===== src/rtl/fp_to_fixed_pkg.sv =====
// ---------------------------------------------------------------------------
// fp_to_fixed_pkg
// Shared definitions for the float <-> Q3.16 conversion blocks
// (fp_to_fixed and fixed_to_fp).
//   - IEEE-754 single precision field widths and exponent bias
//   - Q3.16 format widths and saturation limits
//   - FSM state encoding of the float-to-fixed converter
// ---------------------------------------------------------------------------
package fp_to_fixed_pkg;

  localparam int FP_EXP_BIAS = 127;
  localparam int FP_MANT_W   = 23;
  localparam int FP_EXP_W    = 8;

  localparam int Q_INT_W  = 3;
  localparam int Q_FRAC_W = 16;
  localparam int Q_W      = Q_INT_W + Q_FRAC_W;

  localparam logic [Q_W-1:0] Q_MAX = 19'h3FFFF;
  localparam logic [Q_W-1:0] Q_MIN = 19'h40000;

  typedef enum logic [1:0] {
    ST_IDLE  = 2'd0,
    ST_SHIFT = 2'd1,
    ST_ROUND = 2'd2,
    ST_DONE  = 2'd3
  } fp2fix_state_t;

endpackage


===== src/rtl/fp_to_fixed.sv =====
// ---------------------------------------------------------------------------
// fp_to_fixed
// Iterative IEEE-754 single -> signed Q3.16 converter. The mantissa is
// right-shifted one bit per cycle, then rounded to nearest-even; values
// outside the Q3.16 range saturate.
// Ports:
//   clk, rst_n          clock, asynchronous active-low reset
//   in_valid/in_ready   operand handshake (in_ready only while idle)
//   fp_in[31:0]         float operand
//   out_valid/out_ready result handshake (result held while stalled)
//   fix_out[W-1:0]      signed Q3.16 result
//   ovf                 result saturated (or Inf/NaN input)
//   nan                 input was NaN
//   inexact             nonzero bits discarded or saturation occurred
// ---------------------------------------------------------------------------
module fp_to_fixed
  import fp_to_fixed_pkg::*;
#(
  parameter int FRAC_W = 16,
  parameter int INT_W  = 3
) (
  input  logic                    clk,
  input  logic                    rst_n,
  input  logic                    in_valid,
  output logic                    in_ready,
  input  logic [31:0]             fp_in,
  output logic                    out_valid,
  input  logic                    out_ready,
  output logic [INT_W+FRAC_W-1:0] fix_out,
  output logic                    ovf,
  output logic                    nan,
  output logic                    inexact
);

  localparam int W = INT_W + FRAC_W;
  // Shift count that aligns the 24-bit mantissa to the fixed-point LSB:
  // r = (bias + mantissa bits - fraction bits) - e.
  localparam logic [7:0] R_BASE = 8'(FP_EXP_BIAS + FP_MANT_W - FRAC_W);
  localparam logic [W-1:0] SAT_POS = {1'b0, {(W-1){1'b1}}};
  localparam logic [W-1:0] SAT_NEG = {1'b1, {(W-1){1'b0}}};

  fp2fix_state_t state_reg;
  logic [23:0]   shreg_reg;
  logic [4:0]    cnt_reg;
  logic          guard_reg;
  logic          sticky_reg;
  logic          sign_reg;
  logic [W-1:0]  fix_reg;
  logic          ovf_reg;
  logic          nan_reg;
  logic          inexact_reg;

  // ---- accept-time decode ----
  logic [7:0]   exp_in;
  logic         sign_in;
  logic         mant_zero;
  logic [7:0]   r_full;
  logic         dec_special;
  logic [W-1:0] dec_fix;
  logic         dec_ovf;
  logic         dec_nan;
  logic         dec_inexact;

  assign exp_in    = fp_in[30:23];
  assign sign_in   = fp_in[31];
  assign mant_zero = (fp_in[22:0] == 23'd0);
  assign r_full    = R_BASE - exp_in;

  always_comb begin
    dec_special = 1'b1;
    dec_fix     = '0;
    dec_ovf     = 1'b0;
    dec_nan     = 1'b0;
    dec_inexact = 1'b0;
    if (exp_in == 8'd255 && !mant_zero) begin
      dec_fix     = SAT_POS;
      dec_nan     = 1'b1;
      dec_ovf     = 1'b1;
      dec_inexact = 1'b1;
    end else if (exp_in == 8'd255 ||
                 exp_in >= 8'd130 ||
                 (exp_in == 8'd129 && (!mant_zero || !sign_in))) begin
      dec_fix     = sign_in ? SAT_NEG : SAT_POS;
      dec_ovf     = 1'b1;
      dec_inexact = 1'b1;
    end else if (exp_in == 8'd129) begin
      // exactly -4.0 is representable
      dec_fix = SAT_NEG;
    end else if (exp_in == 8'd0 || r_full >= 8'd25) begin
      // zero, denormal or below half an LSB before rounding; sign dropped
      dec_inexact = (fp_in[30:0] != 31'd0);
    end else begin
      dec_special = 1'b0;
    end
  end

  // ---- rounding of the shifted magnitude ----
  logic         round_up;
  logic [W-1:0] mag;

  assign round_up = guard_reg & (sticky_reg | shreg_reg[0]);
  assign mag      = shreg_reg[W-1:0] + {{(W-1){1'b0}}, round_up};

  always_ff @(posedge clk or negedge rst_n) begin
    if (!rst_n) begin
      state_reg   <= ST_IDLE;
      shreg_reg   <= '0;
      cnt_reg     <= '0;
      guard_reg   <= 1'b0;
      sticky_reg  <= 1'b0;
      sign_reg    <= 1'b0;
      fix_reg     <= '0;
      ovf_reg     <= 1'b0;
      nan_reg     <= 1'b0;
      inexact_reg <= 1'b0;
    end else begin
      case (state_reg)
        ST_IDLE: begin
          if (in_valid) begin
            if (dec_special) begin
              fix_reg     <= dec_fix;
              ovf_reg     <= dec_ovf;
              nan_reg     <= dec_nan;
              inexact_reg <= dec_inexact;
              state_reg   <= ST_DONE;
            end else begin
              shreg_reg  <= {1'b1, fp_in[22:0]};
              cnt_reg    <= r_full[4:0];
              guard_reg  <= 1'b0;
              sticky_reg <= 1'b0;
              sign_reg   <= sign_in;
              state_reg  <= ST_SHIFT;
            end
          end
        end
        ST_SHIFT: begin
          sticky_reg <= sticky_reg | guard_reg;
          guard_reg  <= shreg_reg[0];
          shreg_reg  <= {1'b0, shreg_reg[23:1]};
          cnt_reg    <= cnt_reg - 5'd1;
          if (cnt_reg == 5'd1) begin
            state_reg <= ST_ROUND;
          end
        end
        ST_ROUND: begin
          nan_reg <= 1'b0;
          if (!sign_reg && mag[W-1]) begin
            // rounded up past the largest positive value
            fix_reg     <= SAT_POS;
            ovf_reg     <= 1'b1;
            inexact_reg <= 1'b1;
          end else begin
            fix_reg     <= sign_reg ? (~mag + {{(W-1){1'b0}}, 1'b1}) : mag;
            ovf_reg     <= 1'b0;
            inexact_reg <= guard_reg | sticky_reg;
          end
          state_reg <= ST_DONE;
        end
        ST_DONE: begin
          if (out_ready) begin
            state_reg <= ST_IDLE;
          end
        end
        default: state_reg <= ST_IDLE;
      endcase
    end
  end

  assign in_ready  = (state_reg == ST_IDLE);
  assign out_valid = (state_reg == ST_DONE);
  assign fix_out   = fix_reg;
  assign ovf       = ovf_reg;
  assign nan       = nan_reg;
  assign inexact   = inexact_reg;

endmodule

===== config.mk =====
export PLATFORM = sky130hd
export DESIGN_NAME = fp_to_fixed
export DESIGN_NICKNAME = d
export VERILOG_FILES = /design/src/rtl/fp_to_fixed_pkg.sv /design/src/rtl/fp_to_fixed.sv
export SDC_FILE = /design/constraint.sdc
export NUM_CORES = 1
export LEC_CHECK = 0
export ABC_CLOCK_PERIOD_IN_PS = 6110
export CORE_UTILIZATION = 35
export DETAILED_ROUTE_END_ITERATION = 10
export HOLD_SLACK_MARGIN = 0.05
export PLACE_DENSITY = 0.58
export SYNTH_ARGS = -nofsm -noshare
export SYNTH_HDL_FRONTEND = slang
export SYNTH_SLANG_ARGS = --single-unit

===== constraint.sdc =====
create_clock -name clk -period 6.11 [get_ports clk]
set_clock_uncertainty 0.15 [all_clocks]
set_input_delay 0.611 -clock clk [delete_from_list [all_inputs] [get_ports clk]]
set_output_delay 0.611 -clock clk [all_outputs]
set_load 0.02 [all_outputs]

==> results of run 1 <==
worst max-delay path: cells and delay by family, from the launching register on:
family                   cells  cell delay (ns)
AO/OA/AOI/OAI                2             0.35
flip-flops                   1             0.40
adder cells (fa/ha/maj)      1             0.65
buffers and inverters        3             0.86
AND/OR/NAND/NOR              4             1.34
final cells by class:
class | count | area [um^2]
fillers | 1168 | 6917
multi-input cells | 401 | 2620
flip-flops and latches | 56 | 1401
repair buffers | 64 | 623.1
well taps | 147 | 183.9
clock buffers | 6 | 128.9
inverters | 22 | 82.58
clock inverters | 1 | 5.005
per-stage QoR:
stage	std cells	setup WS (ns)	hold WS [ns]	power, W	area [um^2]
after floorplan	517	2.994	0.1654	0.001778	4278
after global placement	690	2.101	0.3238	0.002161	4911
after detailed placement	690	1.974	0.3252	0.002194	4911
after CTS	697	2.186	0.3401	0.002476	5045
after global routing	697	1.876	0.3831	0.002690	5045
final	697	2.187	0.3129	0.002465	5045
metal layers:
| layer | wire (um) | share of wire, % | GRT usage (%) |
|---|---|---|---|
| met5 | 0 | 0 | 0 |
| met4 | 197 | 1.8 | 4.533 |
| met3 | 450 | 4.1 | 2.592 |
| met2 | 4771 | 44 | 26.50 |
| met1 | 5513 | 50 | 26.81 |
logic make-up after synthesis:
group | count (synthesis) | share of synthesized area (%)
fa+ha+maj | 16 | 4.680
mux | 30 | 7.049
simple gates | 200 | 23.95
flops | 56 | 32.76
compound gates | 129 | 20.09
xor+xnor | 26 | 5.323
buf+inv | 60 | 6.142
synthesized netlist by cell type, types with 9 or more instances:
cell type | count | area share [%]
buf_2 | 15 | 1.8
o21ai_0 | 23 | 2.7
xnor2_1 | 19 | 3.9
nand3_1 | 17 | 2.0
dfrtp_1 | 56 | 33
nor4_1 | 9 | 1.3
and3_1 | 11 | 1.6
mux2i_1 | 29 | 6.8
a21oi_1 | 45 | 5.3
nor3_1 | 15 | 1.8
nand4_1 | 12 | 1.8
nor2_1 | 60 | 5.3
inv_1 | 21 | 1.8
ha_1 | 16 | 4.7
nand2_1 | 40 | 3.5
clkbuf_1 | 20 | 1.8
how the worst min path moves through the flow:
stage | from | to | slack, ns | depth (start not counted)
floorplan | rst_n | cnt_reg[0] | 0.17 | 0
global placement | ovf | ovf | 0.32 | 2
detailed placement | ovf | ovf | 0.33 | 2
CTS | rst_n | fix_out[1] | 0.34 | 2
global route | rst_n | fix_out[1] | 0.38 | 2
finish | rst_n | fix_out[1] | 0.31 | 2
report_power, final:
group / total (W) / leakage [nW] / internal [W] / switching, W
Clock: 0.000275 / 0.0667 / 0.000149 / 0.000126
Sequential: 0.000784 / 0.645 / 0.000555 / 0.000229
Combinational: 0.00141 / 1.24 / 0.000596 / 0.000810
layout by cell type (no fill, tap or decap), drive strengths merged, types with 3 or more instances in the layout:
| cell type | Yosys | layout |
|---|---|---|
| nor2 | 60 | 60 |
| nand2 | 40 | 40 |
| clkdlybuf4s50 | 0 | 58 |
| and4b | 3 | 3 |
| mux2i | 29 | 29 |
| nand4 | 13 | 13 |
| o22a | 4 | 4 |
| and3 | 11 | 11 |
| or4 | 5 | 5 |
| dfrtp | 56 | 56 |
| o22ai | 3 | 3 |
| and2 | 5 | 5 |
| nand3 | 18 | 18 |
| nor4 | 11 | 11 |
| a311oi | 3 | 3 |
| buf | 18 | 6 |
| nor3 | 15 | 15 |
| o21ai | 24 | 24 |
| a211oi | 8 | 8 |
| a31oi | 4 | 4 |
| clkbuf | 20 | 6 |
| nor4b | 3 | 3 |
| or3 | 4 | 4 |
| o211ai | 3 | 3 |
| inv | 21 | 21 |
| o21a | 5 | 5 |
| xor2 | 7 | 7 |
| xnor2 | 19 | 19 |
| o2111ai | 3 | 3 |
| a21oi | 45 | 45 |
| o41ai | 4 | 4 |
| ha | 16 | 16 |
==> flow_metrics.env, run 1 <==
export IMPL_status="completed"
export IMPL_clockBufferDepth=2
export IMPL_drc=0
export IMPL_grt_pass1_vias=3534
export IMPL_period_minus_slack_ns=3.923
export IMPL_routed_via_density=5.628
export IMPL_clk_pin_slew_worst_paths_ns=0.07
export IMPL_rsz0062_at_grt="no"
export IMPL_critical_path_cell_chain="inv_1, ha_1, clkinv_1, nor2_1, and4b_1, a31oi_2, buf_4, nand2_1, nor2_1, a31oi_1"
export IMPL_synthArstFlopShare_pct=100.0
export IMPL_grt_pass1_wl_mm=18.43
export IMPL_totalWireLength_mm=10.93
export IMPL_clock_root_buffer="clkbuf_16"
export IMPL_clock_sinks=56
export IMPL_rows=40
export IMPL_finalHoldViolations=0
export IMPL_finalWeightedCongestion=0.8413
export IMPL_path_max_fanout=24
export IMPL_core_um2=11960
export IMPL_grt_max_degree=58
export IMPL_period_share_pct=64.21
export IMPL_synth_seq_cells=56
export IMPL_cts_tree="built"
export IMPL_initial_core_util_pct=35.76
export IMPL_antenna_found_initial=0
export IMPL_yosys_most_used_dff="dfrtp_1"
export IMPL_die_y_um=112.6
export IMPL_crit_type="reg -> reg"
export IMPL_area_growth_synth_to_final_pct=17.93
export IMPL_io_pins=60
export IMPL_cts_made_buffers=5
export IMPL_grt_overflow=0
export IMPL_drt_wirelength_per_cell_um=15.68
export IMPL_crit_path_top_delay_cell="ha_1"
export IMPL_r2r_end="fix_out[9]"
export IMPL_finalSetupTns_ns=0
export IMPL_dieArea_um2=12670
export IMPL_antenna_cells=0
export IMPL_hold_class="in -> async"
export IMPL_irDropWorstVdd_uv=146.7
export IMPL_hpwl_mm=8.204
export IMPL_synth_seq_area_share_pct=32.76
export IMPL_synth_cell_area_um2=4278
export IMPL_clkLatencyLatePin_ns=0.29
export IMPL_critPathLaunch="state_reg[0]"
export IMPL_synthCells=517
export IMPL_dr_pass1_iters=6
export IMPL_htreeDepth=2
export IMPL_crit_top_cell="nor2_1"
export IMPL_post_cts_setup_buffers=0
export IMPL_p_leak_nw=1.947
export IMPL_largest_reg_flops=24
export IMPL_drt_initial_drc_count=308
export IMPL_relSlewSlack_pct=50.39
export IMPL_vias=3923
export IMPL_pwr_density_cell_nw_per_um2=488.7
export IMPL_fin_nets=602
export IMPL_fin_util_pct=42.18
export IMPL_layout_drive_gt1_share_pct=4.727
export IMPL_port_buffers=59
export IMPL_critPathLaunchType="register"
export IMPL_reg2reg_from="state_reg[0]"
export IMPL_yosys_cell_types_count=67
export IMPL_r2r_cells=10
export IMPL_fmaxAchievable_mhz=254.9
export IMPL_syn_nets=569
export IMPL_regToRegSetupSlack_ns=2.19
export IMPL_final_max_slew_viol_count=0
export IMPL_cts_resized_gates=0
export IMPL_cts_hold_buf=0
export IMPL_cap_violations=0
export IMPL_drtAntennaViolNets=0
export IMPL_setup_viol=0
export IMPL_worst_pin_slew_ns=0.7442
export IMPL_worstSetupEndpointType="register"
export IMPL_ys_warn_count=0
export IMPL_die_w_um=112.6
export IMPL_critical_path_endpoint="fix_out[9]"
export IMPL_required_ns=6.09
export IMPL_cp_arrival_ns=3.90
export IMPL_syn_avg_cell_area_um2=8.274
export IMPL_slowest_delay_ns=0.65
export IMPL_synth_edf_count=0
export IMPL_grt_total_usage_pct=17.81
Note: power is estimated with default switching activity, not from simulation.
==> run 2: changes to the inputs <==
- ABC_CLOCK_PERIOD_IN_PS: 6110 -> 3450
- PLACE_DENSITY: 0.58 -> 0.6
- clock period: 6.11 -> 3.45 ns (I/O delays scaled with it)
==> flow_metrics.env, run 2 (synthesis gave the netlist of run 1 again) <==
export IMPL_status="completed"
export IMPL_clkLatencyLatePin_ns=0.30
export IMPL_antenna_found_initial=0
export IMPL_p_total_w=0.004537
export IMPL_path_max_fanout=10
export IMPL_vias=3989
export IMPL_worst_pin_slew_ns=0.9639
export IMPL_totalWireLength_mm=11.16
export IMPL_mostFrequentLayoutCells="60 x nor2_1, 58 x clkdlybuf4s50_1, 56 x dfrtp_1"
export IMPL_core_um2=11960
export IMPL_grt_pass1_wl_mm=18.73
export IMPL_initial_core_util_pct=35.76
export IMPL_slowest_delay_ns=0.61
export IMPL_layout_drive_gt1_share_pct=8.932
export IMPL_fmaxAchievable_mhz=315.5
export IMPL_die_y_um=112.6
export IMPL_drt_initial_drc_count=224
export IMPL_p_leak_nw=2.057
export IMPL_dieArea_um2=12670
export IMPL_critical_path_cell_chain="o21a_1, ha_1, ha_2, and2_1, a21oi_1, o32a_1, or4b_4, or4_1, a22oi_1, o22a_1"
export IMPL_clock_sinks=56
export IMPL_crit_type="reg -> reg"
export IMPL_cts_made_buffers=5
export IMPL_antenna_cells=0
export IMPL_post_cts_setup_buffers=0
export IMPL_hold_class="in -> async"
export IMPL_rows=40
export IMPL_crit_family="simple AND/OR/NAND/NOR gates"
export IMPL_rsz0062_at_grt="no"
export IMPL_drc=0
export IMPL_port_buffers=59
export IMPL_area_growth_synth_to_final_pct=22.64
export IMPL_cp_arrival_ns=3.26
export IMPL_crit_buf_inv=0
export IMPL_clockBufferDepth=2
export IMPL_cts_hold_buf=0
export IMPL_relSlewSlack_pct=35.74
export IMPL_period_share_pct=91.86
export IMPL_finalWeightedCongestion=0.8124
export IMPL_worstSetupEndpointType="register"
export IMPL_pwr_density_cell_nw_per_um2=864.7
export IMPL_largest_reg_flops=24
export IMPL_grt_max_degree=45
export IMPL_grt_total_usage_pct=18.31
export IMPL_final_max_slew_viol_count=0
export IMPL_htreeDepth=2
export IMPL_cap_violations=0
export IMPL_grt_overflow=0
export IMPL_required_ns=3.54
export IMPL_hpwl_mm=8.711
export IMPL_drtAntennaViolNets=0
export IMPL_drt_wirelength_per_cell_um=15.55
export IMPL_fin_nets=622
export IMPL_cts_tree="built"
export IMPL_period_minus_slack_ns=3.169
export IMPL_setup_viol=0
export IMPL_finalHoldViolations=0
export IMPL_clk_pin_slew_worst_paths_ns=0.07
export IMPL_finalSetupTns_ns=0
export IMPL_clock_root_buffer="clkbuf_16"
export IMPL_die_w_um=112.6
export IMPL_critPathLaunchType="register"
export IMPL_grt_pass1_vias=3590
export IMPL_routed_via_density=5.556
export IMPL_io_pins=60
export IMPL_irDropWorstVdd_uv=309.2
export IMPL_dr_pass1_iters=5
export IMPL_crit_path_top_delay_cell="or4b_4"
export IMPL_final_common_cell="nor2_1"
run 2: cell types whose count changed in the layout (fill, tap and decap cells not counted), sizes merged:
cell / delta
inv: +1
clkbuf: -1
buf: +20
clkinv: +1
run 2: final cells by class:
class,count,area (um^2)
Fill cell,1177,6715
Timing Repair Buffer,84,798.3
Multi-Input combinational cell,401,2633
Sequential cell,56,1401
Clock inverter,3,22.52
Tap cell,147,183.9
Clock buffer,5,125.1
Inverter,22,82.58
run 2: what timing repair did:
action,in CTS,in global routing
hold endpoints to repair,0,0
setup endpoints to repair,0,6
resized for setup,0,3
run 2: path summary, 6_finish.rpt:
path	cells past startpoint	slack [ns]	startpoint	end
hold reg to reg	2	0.33	ovf	ovf
min in group clk	2	0.33	ovf	ovf
setup reg to reg	10	0.28	sticky_reg	fix_out[13]
setup / recovery	10	0.28	sticky_reg	fix_out[13]
hold / removal	1	0.05	rst_n	fix_out[2]
max in group asynchronous	2	2.43	rst_n	shreg_reg[13]
run 2: layer usage:
| layer | wire length (um) | part of all wire [%] | vias to the layer above | global-route usage (%) |
|---|---|---|---|---|
| met5 | 0 | 0 | - | 0 |
| met4 | 128 | 1.1 | 0 | 4.178 |
| met3 | 489 | 4.4 | 8 | 2.430 |
| met2 | 4799 | 43 | 101 | 27.37 |
| met1 | 5744 | 51 | 1886 | 27.79 |
| li1 | - | - | 1994 | - |
run 2: where the power goes:
group	leakage, nW	switching, W	internal (W)
registers	0.645	0.000410	0.000981
logic	1.34	0.00146	0.00116
clock network	0.0742	0.000246	0.000272
run 2: stage by stage:
stage / instance area (um^2) / instances / worst slack, ns / utilization, % / hold slack (ns)
after detailed placement: 5086 / 710 / 0.09486 / 42.52 / 0.3204
after floorplan: 4278 / 517 / 0.3343 / - / -0.1006
after CTS: 5234 / 718 / 0.07630 / 43.76 / 0.08653
after global routing: 5246 / 718 / 0.01952 / 43.86 / 0.1264
final: 5246 / 718 / 0.2807 / 43.86 / 0.04768
after global placement: 5086 / 710 / 0.1876 / 42.52 / 0.3208
==> run 3: changes to the inputs <==
- ABC_CLOCK_PERIOD_IN_PS: 3450 -> 3500
- GPL_TIMING_DRIVEN: not set -> 0
- PLACE_DENSITY: 0.6 -> 0.58
- clock period: 3.45 -> 3.5 ns (I/O delays scaled with it)
==> flow_metrics.env, run 3 (synthesis gave the netlist of run 1 again) <==
export IMPL_status="completed"
export IMPL_finalHoldViolations=0
export IMPL_rows=40
export IMPL_r2r_cells=12
export IMPL_largest_reg_flops=24
export IMPL_pwr_density_cell_nw_per_um2=864.1
export IMPL_routed_via_density=5.592
export IMPL_fin_area_um2=5319
export IMPL_whs_ns=0.3378
export IMPL_dieArea_um2=12670
export IMPL_drc=0
export IMPL_drt_initial_drc_count=306
export IMPL_grt_pass1_vias=3851
export IMPL_finalWeightedCongestion=0.8374
export IMPL_dr_pass1_iters=5
export IMPL_grt_max_degree=31
export IMPL_cp_arrival_ns=3.49
export IMPL_clkLatencyLatePin_ns=0.30
export IMPL_hp_start="ovf"
export IMPL_layout_drive_gt1_share_pct=8.874
export IMPL_worstSetupEndpointType="register"
export IMPL_setup_viol=0
export IMPL_antenna_found_initial=0
export IMPL_crit_type="reg -> reg"
export IMPL_relSlewSlack_pct=47.76
export IMPL_slowest_delay_ns=0.59
export IMPL_worst_pin_slew_ns=0.7835
export IMPL_antenna_cells=0
export IMPL_period_minus_slack_ns=3.408
export IMPL_final_common_cell="nor2_1"
export IMPL_die_w_um=112.6
export IMPL_multi_input_area_um2=2686
export IMPL_fmaxAchievable_mhz=293.5
export IMPL_rsz0062_at_grt="yes"
export IMPL_place_ws_ns=-0.3489
export IMPL_cts_tree="built"
export IMPL_r2r_end="fix_out[14]"
export IMPL_fin_ws_ns=0.09242
export IMPL_cap_violations=0
export IMPL_cts_made_buffers=5
export IMPL_initial_core_util_pct=35.76
export IMPL_totalWireLength_mm=11.73
export IMPL_path_max_fanout=10
export IMPL_fin_nets=637
export IMPL_grt_pass1_wl_mm=19.42
export IMPL_vias=4099
export IMPL_htreeDepth=2
export IMPL_mostFrequentLayoutCells="60 x nor2_1, 57 x clkdlybuf4s50_1, 55 x dfrtp_1"
export IMPL_whs_path_depth=2
export IMPL_crit_top_cell="ha_1"
export IMPL_grt_overflow=0
export IMPL_hold_class="reg -> reg"
export IMPL_register_area_um2=1403
export IMPL_clockBufferDepth=2
export IMPL_required_ns=3.58
export IMPL_clock_root_buffer="clkbuf_16"
export IMPL_drt_wirelength_per_cell_um=16.00
export IMPL_period_share_pct=97.36
export IMPL_nFillCells=1200
export IMPL_regToRegSetupSlack_ns=0.09
export IMPL_hpwl_mm=9.091
export IMPL_crit_buf_inv=2
export IMPL_reg2reg_from="shreg_reg[0]"
export IMPL_min_to="ovf"
export IMPL_critical_path_cell_chain="o21a_1, ha_1, ha_1, buf_6, nand3_1, buf_2, nor4b_1, a211oi_1, nor4_4, a31o_2, a311oi_1, o22a_1"
export IMPL_clk_pin_slew_worst_paths_ns=0.08
export IMPL_final_max_slew_viol_count=0
export IMPL_area_growth_synth_to_final_pct=24.33
export IMPL_placed_area_um2=5057
export IMPL_core_um2=11960
export IMPL_port_buffers=58
export IMPL_die_y_um=112.6
export IMPL_crit_path_top_delay_cell="a211oi_1"
export IMPL_critPathLaunchType="register"
export IMPL_drtAntennaViolNets=0
export IMPL_io_pins=60
export IMPL_p_leak_nw=2.080
export IMPL_clock_sinks=56
export IMPL_crit_family="compound AO/OA/AOI/OAI gates"
export IMPL_irDropWorstVdd_uv=300.5
export IMPL_grt_total_usage_pct=18.70
## run 3: worst max-delay path by stage
| stage | from | endpoint | slack, ns | cells after the start |
|---|---|---|---|---|
| after CTS | fp_in[23] | shreg_reg[2] | 0.0006 | 10 |
| after global routing | shreg_reg[0] | fix_out[18] | -0.02 | 12 |
| after global placement | fp_in[23] | fix_out[11] | -0.33 | 11 |
| after detailed placement | fp_in[23] | fix_out[11] | -0.35 | 11 |
| final | shreg_reg[0] | fix_out[14] | 0.09 | 12 |
| after floorplan | sticky_reg | fix_out[18] | 0.38 | 11 |
## run 3: area by class of cell
type,instances,share of cell area [%]
buffer,38,3.434
clock inverter,3,0.7998
timing repair buffer,61,11.53
clock buffer,5,2.352
multi-input combinational,401,50.51
inverter,22,1.553
sequential,56,26.37
tap,147,3.458
## run 3: worst register-to-register path, stage by stage, from the launching register on
cell      delay [ns]
dfrtp_2         0.46
o21a_1          0.22
ha_1            0.24
ha_1            0.21
buf_6           0.14
nand3_1         0.11
buf_2           0.25
nor4b_1         0.08
a211oi_1        0.59
nor4_4          0.16
a31o_2          0.29
a311oi_1        0.30
o22a_1          0.16
## run 3: timing repair
| action | in CTS | in global routing |
|---|---|---|
| buffers inserted | 0 | 1 |
| endpoints found under the setup margin | 15 | 51 |
| gates cloned | 0 | 0 |
| hold endpoints to repair | 26 | 0 |
| hold buffers | 1 | 0 |
| resized for setup | 4 | 13 |
| pin swaps | 0 | 3 |
## run 3: stage by stage
step                      utilization, %  total power (W)  instances  setup TNS [ns]
after CTS                          44.01         0.004561        732               0
after floorplan                        -         0.003104        517               0
after global placement             42.15         0.003881        722          -7.007
after detailed placement           42.28         0.003953        723          -9.163
after global routing               44.47         0.004950        733        -0.03873
final                              44.47         0.004596        733               0
## run 3: routing by layer
| layer | vias to the layer above | GRT usage, % | wire (um) |
|---|---|---|---|
| met3 | 11 | 1.998 | 374 |
| li1 | 2023 | - | - |
| met2 | 90 | 29.47 | 5283 |
| met1 | 1975 | 27.29 | 5931 |
| met5 | - | 0 | 0 |
| met4 | 0 | 4.711 | 140 |
## run 3: power by group
| part | switching (W) | total [W] | internal, W | leakage (nW) |
|---|---|---|---|---|
| clock network | 0.000243 | 0.000580 | 0.000337 | 0.0798 |
| registers | 0.000236 | 0.00121 | 0.000970 | 0.644 |
| logic | 0.00168 | 0.00281 | 0.00113 | 1.36 |
